<file path="config.mk">
export PLATFORM = sky130hd
export DESIGN_NAME = vga_mem_arbiter_flat
export DESIGN_NICKNAME = d
export VERILOG_FILES = /design/src/rtl/vga_mem_arbiter_if.sv /design/src/rtl/vga_mem_arbiter.sv /design/src/flat_wrapper.sv
export SDC_FILE = /design/constraint.sdc
export NUM_CORES = 1
export LEC_CHECK = 0
export ABC_AREA = 1
export ABC_CLOCK_PERIOD_IN_PS = 11120
export CAP_MARGIN = 40
export CORE_UTILIZATION = 57
export DETAILED_ROUTE_END_ITERATION = 7
export GPL_ROUTABILITY_DRIVEN = 0
export PLACE_DENSITY_LB_ADDON = 0.3
export SKIP_LAST_GASP = 1
export SLEW_MARGIN = 5
export SYNTH_ARGS = -nofsm -noshare
export SYNTH_HDL_FRONTEND = slang
export SYNTH_SLANG_ARGS = --single-unit
</file>
<file path="constraint.sdc">
create_clock -name clk -period 11.12 [get_ports clk]
set_input_delay 2.224 -clock clk [delete_from_list [all_inputs] [get_ports clk]]
set_output_delay 2.224 -clock clk [all_outputs]
set_load 0.02 [all_outputs]
</file>
<file path="src/rtl/vga_mem_arbiter_if.sv">
// Writer request bus plus single-port image memory bus shared through vga_mem_arbiter.
// slave = arbiter side, master = writer/memory side.
interface vga_mem_arbiter_if #(
  parameter int ADDR_W = 18,
  parameter int DATA_W = 8
);
  logic              wr_valid;
  logic [ADDR_W-1:0] wr_addr;
  logic [DATA_W-1:0] wr_data;
  logic              wr_ready;
  logic [ADDR_W-1:0] mem_addr;
  logic              mem_we;
  logic [DATA_W-1:0] mem_wdata;
  logic [DATA_W-1:0] mem_rdata;

  modport slave (
    input  wr_valid, wr_addr, wr_data, mem_rdata,
    output wr_ready, mem_addr, mem_we, mem_wdata
  );

  modport master (
    output wr_valid, wr_addr, wr_data, mem_rdata,
    input  wr_ready, mem_addr, mem_we, mem_wdata
  );
endinterface

</file>
<file path="src/rtl/vga_mem_arbiter.sv">
// Arbitrates the image memory port between the VGA beam (absolute priority inside
// the tiled window) and the image writer; returns display pixels two cycles after the grant.
module vga_mem_arbiter #(
  parameter int ADDR_W   = 18,
  parameter int DATA_W   = 8,
  parameter int X0       = 120,
  parameter int Y0       = 40,
  parameter int TILE     = 100,
  parameter int TILES    = 4,
  parameter int MAX_WAIT = 1023
) (
  input  logic                clk,
  input  logic                reset,
  input  logic                enable,
  input  logic [9:0]          x,
  input  logic [9:0]          y,
  vga_mem_arbiter_if.slave    bus,
  output logic                pix_valid,
  output logic [DATA_W-1:0]   pix_data,
  output logic                frame_done,
  input  logic                clear_status,
  output logic                wr_oob,
  output logic                starve
);
  localparam int WIN    = TILES * TILE;
  localparam int WAIT_W = $clog2(MAX_WAIT + 1);

  localparam logic [9:0] X_LO   = 10'(X0);
  localparam logic [9:0] X_HI   = 10'(X0 + WIN);
  localparam logic [9:0] Y_LO   = 10'(Y0);
  localparam logic [9:0] Y_HI   = 10'(Y0 + WIN);
  localparam logic [9:0] X_LAST = 10'(X0 + WIN - 1);
  localparam logic [9:0] Y_LAST = 10'(Y0 + WIN - 1);
  localparam logic [9:0] TILE_C = 10'(TILE);

  localparam logic [ADDR_W-1:0] TILE_A    = ADDR_W'(TILE);
  localparam logic [ADDR_W-1:0] TILES_A   = ADDR_W'(TILES);
  localparam logic [ADDR_W-1:0] AREA_A    = ADDR_W'(TILE * TILE);
  localparam logic [ADDR_W-1:0] MEM_WORDS = ADDR_W'(TILES * TILES * TILE * TILE);
  localparam logic [WAIT_W-1:0] WAIT_MAX  = WAIT_W'(MAX_WAIT);

  typedef enum logic [1:0] {
    GNT_IDLE  = 2'd0,
    GNT_DISP  = 2'd1,
    GNT_WRITE = 2'd2
  } grant_e;

  // Tiles are stored row-major, each tile's pixels contiguous and row-major inside it.
  function automatic logic [ADDR_W-1:0] tile_addr(input logic [9:0] dx, input logic [9:0] dy);
    logic [ADDR_W-1:0] bx, lx, by, ly;
    bx = ADDR_W'(dx / TILE_C);
    lx = ADDR_W'(dx % TILE_C);
    by = ADDR_W'(dy / TILE_C);
    ly = ADDR_W'(dy % TILE_C);
    return (by * TILES_A + bx) * AREA_A + ly * TILE_A + lx;
  endfunction

  grant_e              grant_d, grant_q;
  logic [ADDR_W-1:0]   mem_addr_d, mem_addr_q;
  logic                mem_we_d, mem_we_q;
  logic [DATA_W-1:0]   mem_wdata_d, mem_wdata_q;
  logic                pix_valid_d, pix_valid_q;
  logic [DATA_W-1:0]   pix_hold_d, pix_hold_q;
  logic                last_d, last_q;
  logic                frame_done_d, frame_done_q;
  logic                wr_oob_d, wr_oob_q;
  logic                starve_d, starve_q;
  logic [WAIT_W-1:0]   wait_d, wait_q;
  logic                in_win_s, wr_ready_s, waiting_s, oob_set_s, starve_set_s;

  always_comb begin
    in_win_s   = enable && (x >= X_LO) && (x < X_HI) && (y >= Y_LO) && (y < Y_HI);
    wr_ready_s = !reset && !in_win_s;
    waiting_s  = bus.wr_valid && !wr_ready_s;

    if (in_win_s) begin
      grant_d = GNT_DISP;
    end else if (bus.wr_valid) begin
      grant_d = GNT_WRITE;
    end else begin
      grant_d = GNT_IDLE;
    end

    mem_addr_d  = mem_addr_q;
    mem_we_d    = 1'b0;
    mem_wdata_d = mem_wdata_q;
    oob_set_s   = 1'b0;
    case (grant_d)
      GNT_DISP: mem_addr_d = tile_addr(x - X_LO, y - Y_LO);
      GNT_WRITE: begin
        mem_addr_d  = bus.wr_addr;
        mem_wdata_d = bus.wr_data;
        mem_we_d    = (bus.wr_addr < MEM_WORDS);
        oob_set_s   = !(bus.wr_addr < MEM_WORDS);
      end
      default: mem_we_d = 1'b0;
    endcase

    // grant_q is the previous cycle's decision; its read data arrives one cycle later.
    pix_valid_d  = (grant_q == GNT_DISP);
    pix_hold_d   = pix_valid_q ? bus.mem_rdata : pix_hold_q;
    last_d       = in_win_s && (x == X_LAST) && (y == Y_LAST);
    frame_done_d = last_q;

    if (waiting_s) begin
      wait_d = (wait_q == WAIT_MAX) ? wait_q : wait_q + WAIT_W'(1);
    end else begin
      wait_d = '0;
    end
    starve_set_s = waiting_s && (wait_d == WAIT_MAX);

    if (oob_set_s) begin
      wr_oob_d = 1'b1;
    end else if (clear_status) begin
      wr_oob_d = 1'b0;
    end else begin
      wr_oob_d = wr_oob_q;
    end

    if (starve_set_s) begin
      starve_d = 1'b1;
    end else if (clear_status) begin
      starve_d = 1'b0;
    end else begin
      starve_d = starve_q;
    end
  end

  always_ff @(posedge clk) begin
    if (reset) begin
      grant_q      <= GNT_IDLE;
      mem_addr_q   <= '0;
      mem_we_q     <= 1'b0;
      mem_wdata_q  <= '0;
      pix_valid_q  <= 1'b0;
      pix_hold_q   <= '0;
      last_q       <= 1'b0;
      frame_done_q <= 1'b0;
      wr_oob_q     <= 1'b0;
      starve_q     <= 1'b0;
      wait_q       <= '0;
    end else begin
      grant_q      <= grant_d;
      mem_addr_q   <= mem_addr_d;
      mem_we_q     <= mem_we_d;
      mem_wdata_q  <= mem_wdata_d;
      pix_valid_q  <= pix_valid_d;
      pix_hold_q   <= pix_hold_d;
      last_q       <= last_d;
      frame_done_q <= frame_done_d;
      wr_oob_q     <= wr_oob_d;
      starve_q     <= starve_d;
      wait_q       <= wait_d;
    end
  end

  // Read data is only valid in the pixel cycle, so it is passed through there and held after.
  assign pix_data      = pix_valid_q ? bus.mem_rdata : pix_hold_q;
  assign pix_valid     = pix_valid_q;
  assign frame_done    = frame_done_q;
  assign wr_oob        = wr_oob_q;
  assign starve        = starve_q;
  assign bus.wr_ready  = wr_ready_s;
  assign bus.mem_addr  = mem_addr_q;
  assign bus.mem_we    = mem_we_q;
  assign bus.mem_wdata = mem_wdata_q;
endmodule

</file>
<file path="src/flat_wrapper.sv">
// flat-port wrapper written by rule: the top's interface ports become plain ports
module vga_mem_arbiter_flat 
#(
  parameter int ADDR_W   = 18,
  parameter int DATA_W   = 8,
  parameter int X0       = 120,
  parameter int Y0       = 40,
  parameter int TILE     = 100,
  parameter int TILES    = 4,
  parameter int MAX_WAIT = 1023
)
  (clk, reset, enable, x, y, pix_valid, pix_data, frame_done, clear_status, wr_oob, starve, bus_wr_valid, bus_wr_addr, bus_wr_data, bus_mem_rdata, bus_wr_ready, bus_mem_addr, bus_mem_we, bus_mem_wdata);
  vga_mem_arbiter_if #(.ADDR_W(ADDR_W), .DATA_W(DATA_W)) bus_i ();
  input  logic clk;
  input  logic reset;
  input  logic enable;
  input  logic [9:0] x;
  input  logic [9:0] y;
  output logic pix_valid;
  output logic [DATA_W-1:0] pix_data;
  output logic frame_done;
  input  logic clear_status;
  output logic wr_oob;
  output logic starve;
  input wire logic [$bits(bus_i.wr_valid)-1:0] bus_wr_valid;
  input wire logic [$bits(bus_i.wr_addr)-1:0] bus_wr_addr;
  input wire logic [$bits(bus_i.wr_data)-1:0] bus_wr_data;
  input wire logic [$bits(bus_i.mem_rdata)-1:0] bus_mem_rdata;
  output wire logic [$bits(bus_i.wr_ready)-1:0] bus_wr_ready;
  output wire logic [$bits(bus_i.mem_addr)-1:0] bus_mem_addr;
  output wire logic [$bits(bus_i.mem_we)-1:0] bus_mem_we;
  output wire logic [$bits(bus_i.mem_wdata)-1:0] bus_mem_wdata;
  assign bus_i.wr_valid = bus_wr_valid;
  assign bus_i.wr_addr = bus_wr_addr;
  assign bus_i.wr_data = bus_wr_data;
  assign bus_i.mem_rdata = bus_mem_rdata;
  assign bus_wr_ready = bus_i.wr_ready;
  assign bus_mem_addr = bus_i.mem_addr;
  assign bus_mem_we = bus_i.mem_we;
  assign bus_mem_wdata = bus_i.mem_wdata;
  vga_mem_arbiter #(.ADDR_W(ADDR_W), .DATA_W(DATA_W), .X0(X0), .Y0(Y0), .TILE(TILE), .TILES(TILES), .MAX_WAIT(MAX_WAIT)) u_core (.clk(clk), .reset(reset), .enable(enable), .x(x), .y(y), .bus(bus_i), .pix_valid(pix_valid), .pix_data(pix_data), .frame_done(frame_done), .clear_status(clear_status), .wr_oob(wr_oob), .starve(starve));
endmodule
</file>
======== Word-level counts from Yosys, hierarchy flattened ========
Index checks and enable logic that the tools add are counted.
Widths: inputs -> output; s select.
operators by class
  add/subtract/negate cells ............... 6
  multiply operators ...................... 2
  div/mod/pow operators ................... 4
  magnitude comparators ................... 5
  eq/ne operators ......................... 7
  mux-type cells .......................... 10
  bitwise operators ....................... 1
  reduce and logical (&&, ||, !) cells .... 17
operator list
  cell                    count
  $add 18x18->18          3
  $div 10x7->18 const B   2
  $mod 10x7->18 const B   2
  $pmux 18 s2             1
  $eq 10x10->1 const B    3
  $mux 10                 2
  $lt 18x18->1 const B    1
  $mul 18x10->14 const B  1
  $mul 18x5->16 const B   1
  $add 10x1->10 const B   1
  $eq 10x9->1 const B     1
  $ge 10x6->1 const B     1
  $ge 10x7->1 const B     1
  $lt 10x10->1 const B    1
  $lt 10x9->1 const B     1
  $sub 10x6->10 const B   1
  $sub 10x7->10 const B   1
  $logic_and 1x1->1       9
  $mux 8                  1
  $reduce_bool 2->1       3
  $eq 2x1->1 const B      2
  $logic_not 1->1         4
  $mux 1                  4
  $mux 2                  2
  3 further kinds         3
storage, ports and cells
  register bits ........................... 52
  output and inout port bits .............. 40

======== Logic depth before layout (Yosys ltp) ========
  depth after elaboration ................. 13
  depth in mapped cells ................... 62
  gate-level depth less buffers ........... 61

======== Worst setup path before layout ========
OpenSTA, ideal clock, no wires.
  path type ............................... input to register
  from .................................... in y[3]
  to ...................................... reg u_core.mem_addr_q[17] (netlist: u_core.bus.mem_addr[17])
  library setup time ...................... 0.132 ns
  arrival ................................. 9.830 ns
  slack ................................... 1.157 ns
  cell stages on the path ................. 54
  path buffers ............................ 1
  cells stage by stage .................... buf_4 > inv_2 > ha_1 > inv_1 > nand2_2 > nand3_1 > nand2_1 > nand2_1 > nor2_4 > nand2_2 > nand3_1 > nand2_4 > nor2_4 > nand2_4 > nand2_4 > nand2_4 > nand2_2 > nand2_2 > [18 not listed] > ha_1 > ha_1 > a21o_1 > a21oi_1 > xor2_1 > fa_1 > inv_1 > ha_1 > a21oi_1 > o221ai_1 > a31oi_1 > inv_1 > nand3_1 > nand2_1 > nand2_1 > nand3_1 > nand2_1 > a21oi_1
between the ends
  cells in the longest elaborated chain, start to end .. 7
  elaborated cells between the ends (all ways) .. 17
  those cells by class .................... add/sub: 4; mul: 2; div: 2; order compare: 2; eq/ne: 2; mux: 2; reduce/logical: 3
ends and longest elaborated chain
  item                         line                    source
  from (decl)                  flat_wrapper.sv:18      input logic [9:0] y;
  $sub 10x6->10                vga_mem_arbiter.sv:89   GNT_DISP: mem_addr_d = tile_addr(x - X_LO, y - Y_LO);
  $div 10x7->18                vga_mem_arbiter.sv:53   by = ADDR_W'(dy / TILE_C);
  $add 18x18->18               vga_mem_arbiter.sv:55   return (by * TILES_A + bx) * AREA_A + ly * TILE_A + lx;
  $mul 18x10->14               vga_mem_arbiter.sv:55
  $add 18x18->18 (2 in a row)  vga_mem_arbiter.sv:55
  $pmux 18 s2                  vga_mem_arbiter.sv:88   case (grant_d)
  to (signal assigned)         vga_mem_arbiter.sv:144  mem_addr_q <= mem_addr_d;
  to (decl)                    vga_mem_arbiter.sv:59   logic [ADDR_W-1:0] mem_addr_d, mem_addr_q;
Several ways; a longest one is shown, not always the timed one.
A chain may end at the register's enable or synchronous reset.

======== Worst setup path after layout ========
  from .................................... in y[5]
  to ...................................... reg u_core.mem_addr_q[17] (netlist: u_core.bus.mem_addr[17])
The elaborated chain is that of the path after synthesis.

==> metrics.yaml <==
synth:
  synth_cells: 980
  synthMuxAreaShare_pct: 0
  mappedNetlistArea_um2: 6819
  synthAdderAreaFrac_pct: 26.68
  syn_area_per_cell_um2: 6.958
  synth_top_family_by_area: "simple AND/OR/NAND/NOR gates"
  ys_types: 51
  synth-warning-count: 0
  ys_seq_area_share_pct: 15.27
  synth-compound-area-share_pct: 12.18
  synth_edf_count: 0
  synth_xor_area_share_pct: 6.716
  synthArstFlopShare_pct: 0
  yosys_register_bits: 52
  synthFlopType: "dfxtp_1"
  synth-simple-area-share_pct: 27.56
routing:
  routed_wl_mm: 16.04
  drt_iter0_markers: 264
  drc: 8
  drtAntennaViolNets: 0
  vias_per_cell: 5.204
  via_count: 6396
  wl_per_cell_um: 13.05
  first_pass_iters: 7
critical_path:
  max_stage_delay_ps: 700
  regToRegEndpoint: "u_core.starve"
  path_max_fanout: 6
  critPathArrivalTime_ps: 10720
  startpoint_type: "input pin"
  critPathSlowestCell: "clkdlybuf4s50_1"
  critPathLaunch: "y[5]"
  cp.required_ps: 11260
  worstSetupEndpointType: "flip-flop"
  worstSetupPathType: "in2reg"
  cpMostUsedCell: "nand2_4"
  r2r-start: "u_core.wait_q[0]"
  r2r_cells: 14
  setup.worst_path.end: "u_core.bus.mem_addr[17]"
  regToRegSetupSlack_ps: 8370
floorplan:
  start_util_pct: 59.21
  die_h_um: 111.4
  die_area_um2: 12400
  io-pin-count: 99
  die_w_um: 111.4
  coreArea_um2: 11520
  rows: 39
clock_tree:
  cts_max_path_buffers: 2
  cts_root_buf: "clkbuf_16"
  hold_buffers: 0
  cts_tree: "built"
  cts.sinks: 52
  numCtsBuffers: 5
  clk_pin_slew_ps: 70
  htreeDepth: 2
  insertion_delay_ps: 290
global_routing:
  antenna_found_initial: 0
  grt_use_total_pct: 26.73
  grt_overflow_total: 0
  grt_pass1_vias: 6161
  grt_max_degree: 30
  grt_pass1_wl_mm: 27.24
placed_design:
  dpl_cell_area_um2: 7978
  portBuffers: 98
  dp_hpwl_mm: 13.36
sta:
  finalCriticalPeriod_ps: 10580
  slew_headroom_pct: 42.68
  finalHoldViolCount: 0
  skew_ps: 4.069
  fin_crit_sh_pct: 95.13
  fmax_ghz: 0.09453
  finalMaxSlewViolations: 0
  tightest_slew_ps: 857.7
  finalSetupViolCount: 0
final_layout:
  final_nets: 1269
  syn2layout_area_growth_pct: 20.29
  drive_gt1_share_pct: 7.827
  antennaDiodeCount: 0
  fillCellCount: 949
  stdcell_area_um2: 8203
worst_hold_path:
  hp-class: "reg2reg"
  hold_depth: 1
  holdCritStartpoint: "u_core.grant_q[1]"
flow_run:
  maxCapViolCount: 0
outcome:
  status: "complete, but fails checks"
  violations: "DRC"
flip-flops by register name, summed over array words and instances, names as in the netlist:
| signal | cells |
|---|---|
| u_core.wr_oob | 1 |
| u_core.bus.mem_addr | 18 |
| u_core.bus.mem_we | 1 |
| u_core.grant_q | 2 |
| u_core.starve | 1 |
| u_core.frame_done_d | 1 |
| u_core.frame_done | 1 |
| u_core.pix_hold_q | 8 |
| u_core.wait_q | 10 |
| u_core.bus.mem_wdata | 8 |
| u_core.pix_valid | 1 |
metrics by stage:
step / util (%) / setup WS, ps / hold slack (ps) / setup TNS, ps / std cells
finish: 71.23 / 541.0 / 384.0 / 0 / 1229
global route: 71.23 / -6.674 / 418.5 / -6.674 / 1229
CTS: 70.58 / 299.1 / 391.7 / 0 / 1226
detailed placement: 69.27 / 13.28 / 384.2 / 0 / 1218
global placement: 69.27 / 270.8 / 369.3 / 0 / 1218
floorplan: - / 1157 / 366.9 / 0 / 986
repair_timing:
| action | in CTS | in global routing |
|---|---|---|
| buffers inserted | 0 | 3 |
| gates resized for setup | 0 | 13 |
| setup endpoints to repair | 0 | 1 |
per-layer routing:
layer	vias up	share of wire (%)	global-route usage, %
met3	29	3.2	3.484
li1	3320	-	-
met2	129	49	48.79
met1	2918	45	33.24
met5	-	0	0
met4	0	2.4	6.486
cells by family (layout without fill, tap and decap cells):
kind of cell / Yosys count / count (layout)
adder cells (fa/ha/maj): 125 / 125
flip-flops: 52 / 52
buffers and inverters: 207 / 307
XOR/XNOR: 49 / 49
AND/OR/NAND/NOR: 397 / 397
AO/OA/AOI/OAI: 148 / 148
other: 2 / 8
layout make-up:
cell class	instances	area [um^2]	area share [%]
clock buffers	7	142.6	1.739
clock inverters	1	7.507	0.09152
inverters	194	729.5	8.893
multi-input cells	727	5065	61.74
flip-flops and latches	52	1041	12.69
well taps	143	178.9	2.181
repair buffers	105	1039	12.66
worst min-delay path by stage:
stage	end
6_report	u_core.pix_valid
5_1_grt	u_core.pix_valid
4_1_cts	u_core.pix_valid
3_5_place_dp	u_core.pix_valid
3_3_place_gp	u_core.pix_valid
2_1_floorplan	u_core.pix_valid
worst max-delay path: cells and delay by family:
kind | cells | cell delay [ps]
AOI/OAI and AO/OA | 8 | 1150
xor gates and xnor gates | 1 | 110
adders and majority gates | 10 | 3670
buffers and inverters | 6 | 1030
and+or+nand+nor | 25 | 2530
cells in the mapped netlist, types with 10 or more instances:
cell type,count,area [um^2]
o21ai_0,48,240.2
a21oi_1,60,300.3
nor2_1,77,289.0
clkbuf_1,10,37.54
dfxtp_1,52,1041
ha_1,91,1139
xnor2_1,19,166.4
nand2_4,12,135.1
fa_1,34,680.7
nand2_2,21,131.4
nand4_1,11,68.82
nand2_1,191,716.9
nand3_1,54,270.3
xor2_1,27,236.5
inv_1,184,690.7
cells in the final DEF (no fill, tap or decap), types with 2 or more instances in the layout:
cell             synthesis  routed
xor2_1                  27      27
nor3_1                   6       6
nor2_2                   1       2
xnor2_1                 19      19
inv_2                    9      11
a21o_1                   4       4
buf_4                    1       7
clkdlybuf4s50_1          0      96
nand3b_1                 4       4
nand2_1                191     190
ha_1                    91      90
nand3_1                 54      53
nor4_1                   3       3
o21ai_2                  4       4
o21ai_0                 48      48
nand2_4                 12      14
a31oi_1                  3       3
or2_2                    2       2
o21bai_1                 7       7
nand2_2                 21      20
nand4_1                 11      11
nor2_1                  77      76
o211ai_1                 6       6
dlymetal6s2s_1           0       2
o21ai_1                  7       7
clkbuf_16                0       5
nand3_2                  5       6
fa_1                    34      34
a211oi_1                 2       2
a21oi_1                 60      59
inv_1                  184     182
nor2_4                   4       4
conb_1                   2       8
dfxtp_1                 52      52
Power is not shown: default switching activity piles up to over one toggle a cycle in this logic, so the estimate is an artifact.
==> RTL edit: new RTL, config.mk and constraints unchanged <==
`MAX_WAIT` is set to 1023 in 2 places; all go to 2046.
--- a/src/rtl/vga_mem_arbiter.sv
+++ b/src/rtl/vga_mem_arbiter.sv
@@ -9,3 +9,3 @@
   parameter int TILES    = 4,
-  parameter int MAX_WAIT = 1023
+  parameter int MAX_WAIT = 2046
 ) (
--- a/src/flat_wrapper.sv
+++ b/src/flat_wrapper.sv
@@ -9,3 +9,3 @@
   parameter int TILES    = 4,
-  parameter int MAX_WAIT = 1023
+  parameter int MAX_WAIT = 2046
 )
Behaviour: same outputs for any inputs over 4 cycles, from zero or initial values and one cycle with reset high; that may be too few to reach the edited logic, so the function may still have changed.
==> RTL edit against the unedited design <==
First-iteration DRC count up 19%. Worst setup slack better by 0.035 ns. Sequential share of layout area is 0.48 points lower. Sequential cell count rose by 1. Fmax increased by 0.33%. Area after synthesis rose by 6.5%. Cell area is 5.9% higher. Register-to-register slack gained 0.50 ns. Critical path depth is 5 higher. Wire length is 12% higher. Critical endpoint unchanged.
Power is not shown: default switching activity piles up to over one toggle a cycle in this logic, so the estimate is an artifact.
==> RTL edit: results (changes against the unedited design) <==
stage;metric;value;unit;change
cts;postcts setup bufs;0;;unchanged
placement;# port buffers;98;;unchanged
sta;setup skew after layout;0.00133;ns;was 0.00407 ns
worst_setup_path;Slowest cell on crit path;fa_1;;was clkdlybuf4s50_1
cts;CTS root buffer;clkbuf_16;;unchanged
routing;router iterations before antenna repair;5;;was 7
cts;Clock Latency Late Sink;0.30;ns;
finish;Final nets;1318;;was 1,269
sta;Final Cycle Share;94.8;%;was 95.1%
routing;M1 WL;7910;um;was 7290 um
worst_setup_path;Worst R2R Setup Slack;8.87;ns;was 8.37 ns
routing;DRT iter0 DRCs;314;;was 264
finish;ANT cells;0;;unchanged
finish;share of cells above drive strength 1;10.1;%;was 7.83%
run_status;outcome;completed;;was finished with violations
cts;TritonCTS buffer count;5;;unchanged
routing;drt via density;5.31;;was 5.20
logic_synthesis;Top FF cell, synth;dfxtp_1;;unchanged
finish;max FFs per register;18;;unchanged
worst_setup_path;Arr. time, crit path;10.70;ns;was 10.72 ns
placement;Place WS;-0.0702;ns;was 0.0133 ns
grt;initial antenna violation count;0;;unchanged
routing;total wire length;18000;um;was 16,000 um
grt;first-pass GRT wire length;29600;um;was 27,200 um
logic_synthesis;Post-synth ARST share;0;%;unchanged
finish;fillers;1034;;was 949
cts;Clock Tree Buf Depth;2;;unchanged
logic_synthesis;synth unique cells;55;;was 51
routing;met3 routed WL;712;um;was 509 um
grt;largest net degree at the start of global routing;25;;was 30
grt;number of global-route vias before repair;6647;;was 6,161
sta;worst-margin pin slew;0.766;ns;was 0.858 ns
routing;Met2 Wirelength;8940;um;was 7860 um
hold_path;class of the most critical hold timing path;reg2reg;;unchanged
logic_synthesis;Post-synth top cells;nand2_1, inv_1, ha_1, nor2_1, nand3_1;;was nand2_1, inv_1, ha_1, nor2_1, a21oi_1
worst_setup_path;critical path fanouts, max;8;;was 6
worst_setup_path;Largest stage delay, worst path;0.50;ns;was 0.70 ns
logic_synthesis;synth warn;0;;unchanged
placement;dpl hpwl;15000;um;was 13,400 um
cts;clk slew on worst S/H paths;0.07;ns;about the same
cts;# H-tree levels;2;;unchanged
logic_synthesis;register area share after synthesis;14.6;%;was 15.3%
routing;top layer reached by signal wires;met4;;unchanged
grt;gr usage total;27.9;%;was 26.7%
logic_synthesis;largest cells by area after synthesis;ha_1, dfxtp_1, nand2_1;;unchanged
==> RTL edit: area by class of cell <==
type                            instances  area (um^2)  area share (%)
Clock inverter                          3         26.3           0.302
Timing Repair Buffer                  109         1070            12.3
Clock buffer                            5          125            1.44
Inverter                              186          703            8.09
Multi-Input combinational cell        778         5490            63.2
Tap cell                              168          210            2.42
Sequential cell                        53         1060            12.2
==> RTL edit: cell families (layout without fill, tap and decap cells) <==
| kind of cell | after synthesis | count (layout) | synth area share [%] |
|---|---|---|---|
| AOI/OAI and AO/OA | 142 | 142 | 11.4 |
| buffers and inverters | 199 | 303 | 10.5 |
| and+or+nand+nor | 454 | 454 | 32.4 |
| DFF | 53 | 53 | 14.6 |
| other | 2 | 8 | 0.103 |
| xor gates and xnor gates | 48 | 48 | 5.79 |
| adders and majority gates | 126 | 126 | 25.2 |
==> RTL edit: worst max-delay path, delay by kind of cell <==
| kind | cells | cell delay, ns |
|---|---|---|
| AND/OR/NAND/NOR | 34 | 3.48 |
| buffers and inverters | 8 | 1.04 |
| adder cells (fa/ha/maj) | 10 | 3.66 |
| AO/OA/AOI/OAI | 3 | 0.29 |
==> RTL edit: metal layers <==
metal  global-route usage [%]  up-vias
met5                        0        -
met4                     8.66        0
met3                     3.53       38
met2                     49.9      147
met1                     35.0     3211
li1                         -     3512
==> RTL edit: worst paths after layout <==
check | startpoint | endpoint | depth (start not counted)
worst max-delay path | y[8] | u_core.bus.mem_addr[17]$_SDFFE_PP0P_ | 55
worst min-delay path | u_core.grant_q[1]$_SDFF_PP0_ | u_core.pix_valid$_SDFF_PP0_ | 1
worst max register to register | u_core.wait_q[0]$_SDFF_PP0_ | u_core.starve$_SDFFE_PP0P_ | 11
worst min register to register | u_core.grant_q[1]$_SDFF_PP0_ | u_core.pix_valid$_SDFF_PP0_ | 1
==> RTL edit: per-stage QoR <==
stage / TNS [ns] / instances / hold WS (ns) / util [%] / area, um^2
2_1_floorplan: 0 / 1030 / 0.367 / - / 7280
3_3_place_gp: 0 / 1294 / 0.369 / 69.6 / 8500
3_5_place_dp: -0.0702 / 1294 / 0.372 / 69.6 / 8500
4_1_cts: 0 / 1302 / 0.383 / 70.8 / 8650
5_1_grt: -0.0803 / 1302 / 0.426 / 71.1 / 8690
6_report: 0 / 1302 / 0.381 / 71.1 / 8690
==> RTL edit: timing repair <==
item,in CTS,in global routing
gates resized for setup,0,12
hold buffers,0,0
setup endpoints to repair,0,1
